File: config.mk
export PLATFORM = sky130hd
export DESIGN_NAME = axi_line_fetch
export DESIGN_NICKNAME = d
export VERILOG_FILES = /design/src/rtl/axi_pkg.sv /design/src/rtl/axi_line_fetch_line_buffer.sv /design/src/rtl/axi_line_fetch.sv
export SDC_FILE = /design/constraint.sdc
export NUM_CORES = 1
export LEC_CHECK = 0
export CAP_MARGIN = 20
export CORE_AREA = 2 2 291 293
export CTS_BUF_LIST = sky130_fd_sc_hd__clkbuf_4
export DETAILED_ROUTE_END_ITERATION = 6
export DIE_AREA = 0 0 293 295
export DONT_BUFFER_PORTS = 1
export PLACE_DENSITY_LB_ADDON = 0.12
export SYNTH_ARGS = -nofsm -noshare
export SYNTH_HDL_FRONTEND = slang
export SYNTH_SLANG_ARGS = --single-unit
export TNS_END_PERCENT = 5
File: constraint.sdc
create_clock -name clk -period 2.4 [get_ports clk]
set_input_delay 0.36 -clock clk [delete_from_list [all_inputs] [get_ports clk]]
set_output_delay 0.36 -clock clk [all_outputs]
set_load 0.02 [all_outputs]
File: src/rtl/axi_pkg.sv
// axi_pkg: shared AXI encodings and the line-fetch FSM state type.
//   AXI_BURST_INCR - ARBURST encoding for incrementing bursts
//   AXI_RESP_OKAY  - RRESP encoding for a normal response
//   AXI_SIZE_8B    - ARSIZE encoding for 8-byte beats
//   fetch_state_t  - axi_line_fetch FSM states
package axi_pkg;

  localparam logic [1:0] AXI_BURST_INCR = 2'b01;
  localparam logic [1:0] AXI_RESP_OKAY  = 2'b00;
  localparam logic [2:0] AXI_SIZE_8B    = 3'd3;

  typedef enum logic [1:0] {
    IDLE = 2'd0,
    ADDR = 2'd1,
    DATA = 2'd2,
    DONE = 2'd3
  } fetch_state_t;

endpackage

File: src/rtl/axi_line_fetch_line_buffer.sv
// line_buffer: slot-addressed register array holding one cache line.
//   clk, arstn - clock, asynchronous active-low reset (clears all slots)
//   i_we       - write enable for slot i_idx
//   i_idx      - slot index
//   i_data     - slot write data
//   o_line     - flat line, slot k at bits [k*SLOT_WIDTH +: SLOT_WIDTH]
module line_buffer #(
  parameter int unsigned SLOT_WIDTH = 64,
  parameter int unsigned SLOTS      = 8,
  parameter int unsigned IDX_W      = $clog2(SLOTS)
) (
  input  logic                        clk,
  input  logic                        arstn,
  input  logic                        i_we,
  input  logic [IDX_W-1:0]            i_idx,
  input  logic [SLOT_WIDTH-1:0]       i_data,
  output logic [SLOTS*SLOT_WIDTH-1:0] o_line
);

  logic [SLOT_WIDTH-1:0] r_slots [SLOTS];

  always_ff @(posedge clk or negedge arstn) begin
    if (!arstn) begin
      for (int unsigned i = 0; i < SLOTS; i++) begin
        r_slots[i] <= '0;
      end
    end else if (i_we) begin
      r_slots[i_idx] <= i_data;
    end
  end

  always_comb begin
    o_line = '0;
    for (int unsigned k = 0; k < SLOTS; k++) begin
      o_line[k*SLOT_WIDTH +: SLOT_WIDTH] = r_slots[k];
    end
  end

endmodule

File: src/rtl/axi_line_fetch.sv
// axi_line_fetch: AXI4 read initiator refilling one instruction-cache line.
// Issues a single INCR burst for the aligned line holding i_addr, assembles
// the beats into o_line and pulses o_read_last for one cycle when complete.
//   clk, arstn          - clock, asynchronous active-low reset
//   i_start_read/i_addr - refill request and miss byte address
//   o_line/o_read_last  - assembled line and its one-cycle completion pulse
//   o_busy/o_error      - not-idle flag, sticky error for the last burst
//   o_ar*/i_arready     - AXI read address channel
//   i_r*/o_rready       - AXI read data channel
module axi_line_fetch
  import axi_pkg::*;
#(
  parameter int unsigned ADDR_WIDTH     = 64,
  parameter int unsigned AXI_DATA_WIDTH = 64,
  parameter int unsigned LINE_WIDTH     = 512,
  parameter int unsigned ID_WIDTH       = 4
) (
  input  logic                      clk,
  input  logic                      arstn,
  input  logic                      i_start_read,
  input  logic [ADDR_WIDTH-1:0]     i_addr,
  output logic [LINE_WIDTH-1:0]     o_line,
  output logic                      o_read_last,
  output logic                      o_busy,
  output logic                      o_error,
  output logic [ID_WIDTH-1:0]       o_arid,
  output logic [ADDR_WIDTH-1:0]     o_araddr,
  output logic [7:0]                o_arlen,
  output logic [2:0]                o_arsize,
  output logic [1:0]                o_arburst,
  output logic                      o_arvalid,
  input  logic                      i_arready,
  input  logic [ID_WIDTH-1:0]       i_rid,
  input  logic [AXI_DATA_WIDTH-1:0] i_rdata,
  input  logic [1:0]                i_rresp,
  input  logic                      i_rlast,
  input  logic                      i_rvalid,
  output logic                      o_rready
);

  localparam int unsigned BEATS      = LINE_WIDTH / AXI_DATA_WIDTH;
  localparam int unsigned IDX_W      = $clog2(BEATS);
  localparam int unsigned LINE_BYTES = LINE_WIDTH / 8;

  fetch_state_t          r_state;
  logic [ADDR_WIDTH-1:0] r_araddr;
  logic [7:0]            r_arlen;
  logic [2:0]            r_arsize;
  logic [1:0]            r_arburst;
  logic                  r_error;
  logic [IDX_W-1:0]      r_beat_cnt;

  logic                  w_beat_we;
  logic                  w_last_beat;

  assign w_beat_we   = (r_state == DATA) && i_rvalid;
  assign w_last_beat = (r_beat_cnt == IDX_W'(BEATS - 1));

  always_ff @(posedge clk or negedge arstn) begin
    if (!arstn) begin
      r_state    <= IDLE;
      r_araddr   <= '0;
      r_arlen    <= '0;
      r_arsize   <= '0;
      r_arburst  <= '0;
      r_error    <= 1'b0;
      r_beat_cnt <= '0;
    end else begin
      case (r_state)
        IDLE: begin
          if (i_start_read) begin
            // Masking keeps every address bit in use while aligning to the line.
            r_araddr   <= i_addr & ~ADDR_WIDTH'(LINE_BYTES - 1);
            r_arlen    <= 8'(BEATS - 1);
            r_arsize   <= AXI_SIZE_8B;
            r_arburst  <= AXI_BURST_INCR;
            r_error    <= 1'b0;
            r_beat_cnt <= '0;
            r_state    <= ADDR;
          end
        end
        ADDR: begin
          if (i_arready) begin
            r_state <= DATA;
          end
        end
        DATA: begin
          if (i_rvalid) begin
            if ((i_rresp != AXI_RESP_OKAY) || (i_rid != '0) || (i_rlast != w_last_beat)) begin
              r_error <= 1'b1;
            end
            // Completion is decided by the beat count alone so a bad RLAST cannot hang the block.
            if (w_last_beat) begin
              r_beat_cnt <= '0;
              r_state    <= DONE;
            end else begin
              r_beat_cnt <= r_beat_cnt + 1'b1;
            end
          end
        end
        DONE: begin
          r_state <= IDLE;
        end
        default: r_state <= IDLE;
      endcase
    end
  end

  line_buffer #(
    .SLOT_WIDTH (AXI_DATA_WIDTH),
    .SLOTS      (BEATS),
    .IDX_W      (IDX_W)
  ) u_line_buffer (
    .clk    (clk),
    .arstn  (arstn),
    .i_we   (w_beat_we),
    .i_idx  (r_beat_cnt),
    .i_data (i_rdata),
    .o_line (o_line)
  );

  assign o_arvalid   = (r_state == ADDR);
  assign o_rready    = (r_state == DATA);
  assign o_read_last = (r_state == DONE);
  assign o_busy      = (r_state != IDLE);
  assign o_error     = r_error;
  assign o_arid      = '0;
  assign o_araddr    = r_araddr;
  assign o_arlen     = r_arlen;
  assign o_arsize    = r_arsize;
  assign o_arburst   = r_arburst;

endmodule

==> results.py <==
metrics = {
    "timing": {
        "finClkSkew_ns": 0.06183,
        "hold_viol_final": 577,
        "min_period_ns": 2.201,
        "fin_crit_sh_pct": 91.71,
        "max-slew-margin-rel_pct": -54.63,
        "whs_ns": -0.8855,
        "drv_slew": 219,
        "setup_ws_ns": 0.1989,
        "finalSetupViolCount": 0,
        "fmax_ghz": 0.4543,
        "rsz0062_at_grt": "false",
        "fin_setup_tns_ns": 0,
        "worst_slew_pin_slew_ns": 2.320,
    },
    "pwr": {
        "power-per-cell-area_mw_per_mm2": 1365,
        "ir_drop_uv": 600.8,
        "cellLeakagePower_nw": 13.03,
    },
    "global_routing": {
        "grtUsageTotal_pct": 15.71,
        "grt-ovfl-total": 0,
        "grt_max_degree": 578,
        "grt_pass1_vias": 13770,
        "antenna_found_initial": 3,
        "grt_pass1_wl_um": 98450,
    },
    "floorplan": {
        "die_y_um": 295,
        "ios": 738,
        "rows": 106,
        "fp.dieW_um": 293,
        "initial_core_util_pct": 26.40,
        "die-area_mm2": 0.08644,
        "core_area_mm2": 0.08316,
    },
    "drt": {
        "drc": 0,
        "avgViaCountPerCell": 4.464,
        "wl_per_cell_um": 24.84,
        "vias": 12460,
        "first_pass_iters": 4,
        "drt_iter0_markers": 449,
        "ant_nets": 0,
        "wirelength_um": 69360,
    },
    "cells_and_area": {
        "final_common_cell": "dfrtp_1",
        "final-seq-area_mm2": 0.01444,
        "fin_cells": 2792,
        "nets": 1730,
        "n_fill_cell": 8209,
        "drive_above_1_share_pct": 51.61,
        "post-route-util_pct": 32.79,
        "mostFrequentLayoutCells": "dfrtp_1 (577), mux2_2 (513), clkbuf_4 (257)",
        "area_delta_synth_final_pct": 24.18,
        "multi_input_area_mm2": 0.007092,
    },
    "synth": {
        "seq_area_frac_synth_pct": 65.76,
        "avgSynthCellArea_um2": 17.23,
        "yosysTopAreaCellShare_pct": 65.76,
        "synth_simple_gate_area_share_pct": 0.7579,
        "synth_area_mm2": 0.02196,
        "synth_top_family_by_area": "multiplexers",
        "netlist.top_cell.by_area": "dfrtp_1",
        "synth_xor_area_share_pct": 0.03989,
        "syn_inst": 1274,
        "synth_adder_area_share_pct": 0.3419,
        "ys_warn_count": 0,
        "synthTopCellsByArea": "dfrtp_1 (66%), mux2_2 (26%), mux2_4 (4.1%)",
        "synth.distinct_cells": 28,
        "ys_seq_elements": 577,
        "synth_mux_area_share_pct": 30.41,
        "synth_compound_area_share_pct": 0.2279,
    },
    "place": {
        "dp_slack_ns": 0.2538,
        "numPortBuffers": 0,
        "place.gp.congestion": 0.7697,
        "hpwl_um": 43870,
        "dp_cells": 2314,
    },
    "clock_tree": {
        "clk_path_buf_depth": 3,
        "postCtsHoldBufs": 185,
        "h-tree-depth": 4,
        "clkSinkCount": 577,
        "clk_transition_reported_paths_ns": 0.06,
        "numCtsBuffers": 163,
        "clk_latency_ns": 0.99,
        "cts_root_buf": "clkbuf_4",
        "postCtsSetupRepairBufs": 0,
        "cts_tree": "built",
    },
    "critical_path": {
        "cp.arrival_ns": 1.84,
        "critPathKind": "register to output pin",
        "crit_fanout": 6,
        "rr_worst_depth": 6,
        "startpoint_type": "register",
        "end_kind": "output pin",
        "cp.required_ns": 2.04,
    },
    "run_status": {
        "status": "finished with violations",
        "violations": "negative hold slack, max-slew violations",
    },
    "run": {
        "maxCapViolCount": 0,
    },
    "min_path": {
        "hold_path_class": "primary input to async pin",
    },
}
flip-flops by register name, summed over array words and instances, names as in the netlist:
signal / cells
o_arburst: 1
r_beat_cnt: 3
o_error: 1
o_araddr: 58
r_state: 2
u_line_buffer.o_line: 512
final timing paths:
kind / from / end / slack, ns
worst min-delay path: arstn / u_line_buffer.o_line[338] / -0.89
max in group asynchronous: arstn / u_line_buffer.o_line[105] / 1.46
worst max-delay path: r_state[0] / o_rready / 0.20
worst max register to register: r_state[0] / o_araddr[28] / 0.20
worst min register to register: r_state[1] / r_state[1] / 0.58
min in group clk: i_rdata[16] / u_line_buffer.o_line[80] / 0.27
stage by stage:
stage	instance area, µm²	power [mW]
2_1_floorplan	22020	24.40
3_3_place_gp	23260	26.88
3_5_place_dp	23260	27.00
4_1_cts	27260	37.83
5_1_grt	27270	39.21
6_report	27270	37.20
cell families (layout without fill, tap and decap cells):
| family | Yosys count | after routing |
|---|---|---|
| AND/OR/NAND/NOR | 26 | 26 |
| buffers and inverters | 83 | 504 |
| adder cells (fa/ha/maj) | 6 | 6 |
| other | 1 | 18 |
| XOR/XNOR | 1 | 1 |
| AO/OA/AOI/OAI | 7 | 7 |
| multiplexers | 573 | 573 |
| flip-flops | 577 | 577 |
report_power, final:
| part | switching [mW] | internal (mW) |
|---|---|---|
| clock | 4.27 | 5.06 |
| sequential | 8.09 | 13.3 |
| combinational | 2.00 | 4.45 |
| total | 14.4 | 22.8 |
repair_timing:
action / 4_1_cts / 5_1_grt
endpoints found under the setup margin: 2 / 2
gates resized for setup: 3 / 2
hold endpoints to repair: 1154 / 577
worst max-delay path: stages, from the launching register on:
cell and delay [ns]:
dfrtp_1 0.41, inv_1 0.10, ha_2 0.23, buf_6 0.17
cell usage after synthesis:
master and instances:
a2111oi_0 1, a211oi_1 1, a21oi_1 2, a22o_1 2
buf_1 6, buf_2 36, buf_4 24, buf_6 12
conb_1 1, dfrtp_1 577, ha_1 6, inv_1 5
mux2_2 513, mux2_4 60, nand2_1 4, nand2b_1 4
nand3_2 1, nand3b_2 1, nor2_2 6, nor2b_1 3
nor3b_1 1, nor4_1 1, o22ai_1 1, or2_2 1
or3_1 2, or3b_2 1, or4_1 1, xnor2_1 1
metal layers:
layer	global-route usage, %	part of all wire [%]
met1	16.03	36
met5	0	0.023
met2	27.13	52
met3	7.322	9.3
met4	7.630	3.5
final cells by class:
class / count / share of cell area [%]
Sequential cell: 577 / 52.95
Multi-Input combinational cell: 630 / 26.01
Timing Repair Buffer: 207 / 8.145
Clock buffer: 257 / 7.076
Tap cell: 1080 / 4.956
Clock inverter: 35 / 0.7801
Inverter: 5 / 0.06883
Antenna cell: 1 / 0.009178
(Power assumes the default switching activity.)
